### src/rtl/mxint_accumulator.sv
// mxint_accumulator
//
// Sums IN_DEPTH consecutive MxInt blocks element-wise into one MxInt block.
// All blocks in a group are aligned to the largest shared exponent seen so far,
// so the running sum always carries the group maximum exponent. The widened
// result is intended to feed mxint_cast for renormalisation.
//
// Ports:
//   clk             in   single clock, all logic on posedge
//   rst             in   synchronous active-low reset
//   mdata_in        in   BLOCK_SIZE packed signed mantissas, lane i at [i*IN_MAN_WIDTH +: IN_MAN_WIDTH]
//   edata_in        in   signed shared exponent of the input block
//   data_in_valid   in   input handshake
//   data_in_ready   out  input handshake
//   mdata_out       out  BLOCK_SIZE packed signed accumulated mantissas (OUT_MAN_WIDTH each)
//   edata_out       out  signed accumulated shared exponent
//   data_out_valid  out  output handshake
//   data_out_ready  in   output handshake
//
// Configuration:
//   MXINT_ACC_ROUND_EN  when defined, every right shift by s>0 rounds half up
//                       (adds 2^(s-1) first); shifts of OUT_MAN_WIDTH or more
//                       give 0. When undefined, shifts truncate toward -inf.

module mxint_accumulator #(
    parameter int IN_MAN_WIDTH = 8,
    parameter int IN_EXP_WIDTH = 4,
    parameter int BLOCK_SIZE   = 4,
    parameter int IN_DEPTH     = 4
) (
    input  logic                                                    clk,
    input  logic                                                    rst,
    input  logic [IN_MAN_WIDTH*BLOCK_SIZE-1:0]                      mdata_in,
    input  logic [IN_EXP_WIDTH-1:0]                                 edata_in,
    input  logic                                                    data_in_valid,
    output logic                                                    data_in_ready,
    output logic [(IN_MAN_WIDTH+$clog2(IN_DEPTH))*BLOCK_SIZE-1:0]   mdata_out,
    output logic [IN_EXP_WIDTH-1:0]                                 edata_out,
    output logic                                                    data_out_valid,
    input  logic                                                    data_out_ready
);

    localparam int OUT_MAN_WIDTH = IN_MAN_WIDTH + $clog2(IN_DEPTH);
    localparam int OUT_EXP_WIDTH = IN_EXP_WIDTH;
    localparam int CNT_WIDTH     = (IN_DEPTH > 1) ? $clog2(IN_DEPTH) : 1;
    localparam int DIFF_WIDTH    = IN_EXP_WIDTH + 1;
    localparam logic [CNT_WIDTH-1:0] LAST_COUNT = CNT_WIDTH'(IN_DEPTH - 1);

    logic [CNT_WIDTH-1:0]             count;
    logic signed [OUT_MAN_WIDTH-1:0]  acc_man  [BLOCK_SIZE];
    logic signed [OUT_MAN_WIDTH-1:0]  next_man [BLOCK_SIZE];
    logic signed [OUT_MAN_WIDTH-1:0]  in_ext   [BLOCK_SIZE];
    logic signed [OUT_EXP_WIDTH-1:0]  acc_exp;
    logic signed [OUT_EXP_WIDTH-1:0]  next_exp;
    logic                             out_valid;
    logic                             accept;
    logic signed [DIFF_WIDTH-1:0]     exp_diff;
    logic [DIFF_WIDTH-1:0]            shift_acc;
    logic [DIFF_WIDTH-1:0]            shift_in;

    // Arithmetic right shift used for exponent alignment. Amounts at or beyond
    // the mantissa width collapse to the sign fill (or 0 when rounding, since
    // the half-LSB bias can never reach a full output LSB there).
    function automatic logic signed [OUT_MAN_WIDTH-1:0] shift_right(
        input logic signed [OUT_MAN_WIDTH-1:0] value,
        input logic [DIFF_WIDTH-1:0]           amount
    );
        int sh;
        logic signed [OUT_MAN_WIDTH-1:0] result;
`ifdef MXINT_ACC_ROUND_EN
        logic signed [OUT_MAN_WIDTH:0] wide;
        sh   = int'(amount);
        wide = {value[OUT_MAN_WIDTH-1], value};
        if (sh == 0) begin
            result = value;
        end else if (sh >= OUT_MAN_WIDTH) begin
            result = '0;
        end else begin
            // One extra bit keeps the rounding bias from overflowing.
            wide   = wide + ({{OUT_MAN_WIDTH{1'b0}}, 1'b1} << (sh - 1));
            wide   = wide >>> sh;
            result = wide[OUT_MAN_WIDTH-1:0];
        end
`else
        sh = int'(amount);
        if (sh >= OUT_MAN_WIDTH) begin
            result = {OUT_MAN_WIDTH{value[OUT_MAN_WIDTH-1]}};
        end else begin
            result = value >>> sh;
        end
`endif
        return result;
    endfunction

    assign data_in_ready  = rst && (!out_valid || data_out_ready);
    assign accept         = data_in_valid && data_in_ready;
    assign data_out_valid = out_valid;
    assign edata_out      = acc_exp;

    // Exponent difference is taken one bit wider so it never wraps; a positive
    // difference realigns the accumulator, otherwise the input is shifted.
    always_comb begin
        exp_diff  = {edata_in[IN_EXP_WIDTH-1], edata_in} - {acc_exp[OUT_EXP_WIDTH-1], acc_exp};
        shift_acc = '0;
        shift_in  = '0;
        if (exp_diff > 0) begin
            shift_acc = exp_diff;
        end else begin
            shift_in = -exp_diff;
        end
    end

    // Next accumulator value for an accepted block.
    always_comb begin
        next_exp = acc_exp;
        for (int i = 0; i < BLOCK_SIZE; i++) begin
            in_ext[i]   = OUT_MAN_WIDTH'(signed'(mdata_in[i*IN_MAN_WIDTH +: IN_MAN_WIDTH]));
            next_man[i] = acc_man[i];
        end
        if (count == '0) begin
            next_exp = edata_in;
            for (int i = 0; i < BLOCK_SIZE; i++) begin
                next_man[i] = in_ext[i];
            end
        end else if (exp_diff > 0) begin
            next_exp = edata_in;
            for (int i = 0; i < BLOCK_SIZE; i++) begin
                next_man[i] = shift_right(acc_man[i], shift_acc) + in_ext[i];
            end
        end else begin
            for (int i = 0; i < BLOCK_SIZE; i++) begin
                next_man[i] = acc_man[i] + shift_right(in_ext[i], shift_in);
            end
        end
    end

    // Accumulator, group counter and output-valid flag. A completing block
    // takes precedence over a pop so back-to-back groups need no bubble.
    always_ff @(posedge clk) begin
        if (!rst) begin
            count     <= '0;
            acc_exp   <= '0;
            out_valid <= 1'b0;
            for (int i = 0; i < BLOCK_SIZE; i++) begin
                acc_man[i] <= '0;
            end
        end else begin
            if (accept) begin
                acc_exp <= next_exp;
                for (int i = 0; i < BLOCK_SIZE; i++) begin
                    acc_man[i] <= next_man[i];
                end
                if (count == LAST_COUNT) begin
                    count <= '0;
                end else begin
                    count <= count + 1'b1;
                end
            end
            if (accept && (count == LAST_COUNT)) begin
                out_valid <= 1'b1;
            end else if (data_out_ready) begin
                out_valid <= 1'b0;
            end
        end
    end

    // Output mantissas are the accumulator lanes packed side by side.
    always_comb begin
        mdata_out = '0;
        for (int i = 0; i < BLOCK_SIZE; i++) begin
            mdata_out[i*OUT_MAN_WIDTH +: OUT_MAN_WIDTH] = acc_man[i];
        end
    end

endmodule
### config.mk
export PLATFORM = sky130hd
export DESIGN_NAME = mxint_accumulator
export DESIGN_NICKNAME = d
export VERILOG_FILES = /design/src/rtl/mxint_accumulator.sv
export SDC_FILE = /design/constraint.sdc
export NUM_CORES = 1
export LEC_CHECK = 0
export BUFFER_PORTS_ARGS = -buffer_cell sky130_fd_sc_hd__buf_2
export CAP_MARGIN = 20
export CORE_MARGIN = 10
export CORE_UTILIZATION = 49
export CTS_BUF_LIST = sky130_fd_sc_hd__clkbuf_16
export DETAILED_ROUTE_END_ITERATION = 16
export GPL_TIMING_DRIVEN = 0
export MAX_ROUTING_LAYER = met4
export PLACE_DENSITY = 0.76
export SYNTH_ARGS = -nofsm -noshare
export SYNTH_HDL_FRONTEND = slang
export SYNTH_SLANG_ARGS = --single-unit
### constraint.sdc
create_clock -name clk -period 17.4 [get_ports clk]
set_clock_uncertainty 0.2 [all_clocks]
set_input_delay 1.74 -clock clk [delete_from_list [all_inputs] [get_ports clk]]
set_output_delay 1.74 -clock clk [all_outputs]
set_load 0.1 [all_outputs]
==> flow_metrics.tcl <==
set metrics [dict create \
    clockRootBuffer "clkbuf_16" \
    placed_cell_area_sq_mm 0.00877 \
    area_delta_synth_final_pct 10.7 \
    cp_data_required_time_ns 17.35 \
    synth_nets 1100 \
    r2r_end "acc_man[0][8]" \
    vias 8595 \
    regToRegSetupSlack_ns 10.78 \
    firstDrtPassIters 6 \
    grt_max_degree 25 \
    synthArstFlopShare_pct 0 \
    cts.sinks 47 \
    startpoint "edata_in[0]" \
    antenna_found_initial 0 \
    finalPower_w 0.000993 \
    rsz0062_at_grt "false" \
    cts_buffers 5 \
    die_h_um 148 \
    die_w_um 148 \
    dieArea_sq_mm 0.0220 \
    clk_latency_ns 0.32 \
    grt_pass1_vias 7955 \
    wire_per_inst_um 23.6 \
    synth-seq-cells 47 \
    num_antenna_cells 0 \
    final_layout_size_suffix_gt1_share_pct 16.2 \
    detailed_place_hpwl_mm 22.6 \
    start_util_pct 50.3 \
    worstHoldPathType "register to register" \
    timing.fmax_ghz 0.128 \
    final_nets 1193 \
    rr_startpoint "edata_out[0]" \
    fin_util_pct 55.7 \
    report.final.slew_viol_count 0 \
    clk_pin_slew_ns 0.07 \
    synth.avg_cell_area_sq_um 8.28 \
    fin_hold_ws_ns 0.291 \
    arrival_ns 7.77 \
    p_leak_nw 3.86 \
    track_usage_pct 27.0 \
    powerDensity_mw_per_mm2 111 \
    wl_mm 30.3 \
    htreeDepth 2 \
    cp-start-kind "input port" \
    synth_top_area_share_pct 14.9 \
    final_area_sq_mm 0.00891 \
    grt_busiest_layer "met2" \
    cap_violations 0 \
    grt_util_met1_pct 33.9 \
    reg2reg_depth 21 \
    pin_count 86 \
    cts_tree "yes" \
    holdPathStages 2 \
    gr-usage-met3_pct 5.79 \
    clk_path_buf_depth 2 \
    cp_max_fo 10 \
    cp-end-kind "register" \
    grt_first_pass_wirelength_mm 45.3 \
    post_cts_buffers 0 \
    synth_ff_type "edfxtp_1" \
    drc_errors 0 \
    synth_area_leaders "edfxtp_1 15%, ha_1 12%, mux4_2 7.0%, mux2i_1 6.3%, nand2_1 6.3%" \
    fin_crit_sh_pct 45.0 \
    yosys-top-cells-count "136 x nand2_1, 79 x ha_1, 75 x a21oi_1" \
    port_buffers 85 \
    synth.most_common_cell "nand2_1" \
    hold_violations 0 \
    status "finished, final reports clean" \
    post_cts_resized 0 \
    synth_area_sq_mm 0.00805 \
    worst_pin_slew_ns 1.03 \
    synth_edf_count 40 \
    synth.largest_area_cell "edfxtp_1" \
    hold_buffers 0 \
    overflow 0 \
    ys_seq_area_share_pct 16.7 \
    irDropWorstVdd_uv 59.7 \
    row_count 46 \
    max-slew-margin-rel_pct 30.6 \
    synth_warnings 0 \
    fin_tns_setup_ns 0 \
    path_class "input port to register" \
    cp-endpoint "acc_man[0][8]" \
    via_per_inst 6.70 \
    met2_usage_pct 40.4 \
    ant_nets 0 \
    drt_iter0_markers 1123 \
    setup_viol 0 \
    place.gp.congestion 1.02 \
    finalCriticalPeriod_ns 7.82 \
    synth_cell_types 75 \
    design.core.area_sq_mm 0.0160 \
    synthCells 972 \
]
==> sequential cells by signal, indices dropped and copies added (netlist names) <==
signal          count
acc_man            40
edata_out           4
count               2
data_out_valid      1
==> power by group <==
| part | internal, W | total, W | switching, W |
|---|---|---|---|
| Sequential | 0.000138 | 0.000157 | 0.0000195 |
| Clock | 0.0000529 | 0.000104 | 0.0000510 |
| Combinational | 0.000270 | 0.000732 | 0.000462 |
==> cells by family after synthesis <==
family | after synthesis | share of synthesized area (%)
multiplexers | 104 | 17.3
AO/OA/AOI/OAI | 319 | 26.0
adder cells (fa/ha/maj) | 88 | 14.5
buffers and inverters | 80 | 4.24
flip-flops | 47 | 16.7
AND/OR/NAND/NOR | 282 | 15.7
XOR/XNOR | 52 | 5.66
==> metrics by stage <==
step | setup WS, ns | std cells
floorplan | 10.72 | 972
global placement | 9.62 | 1273
detailed placement | 9.58 | 1274
CTS | 9.85 | 1282
global route | 9.32 | 1282
finish | 9.58 | 1282
==> per-layer routing <==
layer / vias to the layer above / part of all wire (%)
met4: 0 / 5.4
met1: 4000 / 40
li1: 3885 / -
met5: - / 0
met3: 127 / 11
met2: 583 / 43
==> worst min-delay path by stage <==
| stage | startpoint | end | slack, ns |
|---|---|---|---|
| 3_5_place_dp | count[1] | count[1] | 0.28 |
| 3_3_place_gp | count[1] | count[1] | 0.27 |
| 2_1_floorplan | count[1] | count[1] | 0.25 |
| 5_1_grt | data_out_valid | data_out_valid | 0.36 |
| 6_report | count[1] | count[1] | 0.29 |
| 4_1_cts | count[1] | count[1] | 0.30 |
==> final cells by class <==
| cell class | instances | area, sq um |
|---|---|---|
| inverters | 28 | 105 |
| multi-input cells | 845 | 6370 |
| well taps | 216 | 270 |
| clock inverters | 3 | 16.3 |
| flip-flops and latches | 47 | 1340 |
| fillers | 1548 | 7090 |
| clock buffers | 5 | 125 |
| repair buffers | 86 | 445 |
| plain buffers | 52 | 236 |
==> layout by cell type (no fill, tap or decap), drive strengths merged, types with 4 or more instances in the layout <==
master and instances:
a311oi 7, a21oi 75, o41ai 5, mux4 25
mux2i 51, xnor2 35, o22ai 17, o211ai 23
o21a 6, o21bai 7, a211o 4, a221oi 6
and2 4, nor2b 12, o31ai 5, a21boi 4
edfxtp 40, o22a 9, clkbuf 40, o21ai 69
nor2 66, ha 79, xor2 17, a31oi 8
nand2 136, nand2b 9, mux2 28, or3 4
a21o 20, dfxtp 7, fa 9, nand3 15
nor3 15, buf 103, and3 7, a211oi 24
inv 28
==> worst max-delay path, cell delays in order <==
cell and delay (ns):
buf_2 0.11, inv_1 0.05, ha_1 0.17, inv_1 0.06, fa_1 0.64, inv_1 0.13, ha_1 0.44, nand3_1 0.14
a211oi_1 0.05, a211oi_1 0.49, buf_2 0.39, nand2_1 0.09, a21boi_1 0.59, o22ai_1 0.15, nor2_1 0.21, ha_1 0.30
nor2b_1 0.15, o21ai_0 0.24, a21oi_1 0.14, a2111oi_0 0.71, nor3_1 0.10, or3b_2 0.46, a31oi_1 0.20
(Power assumes the default switching activity.)
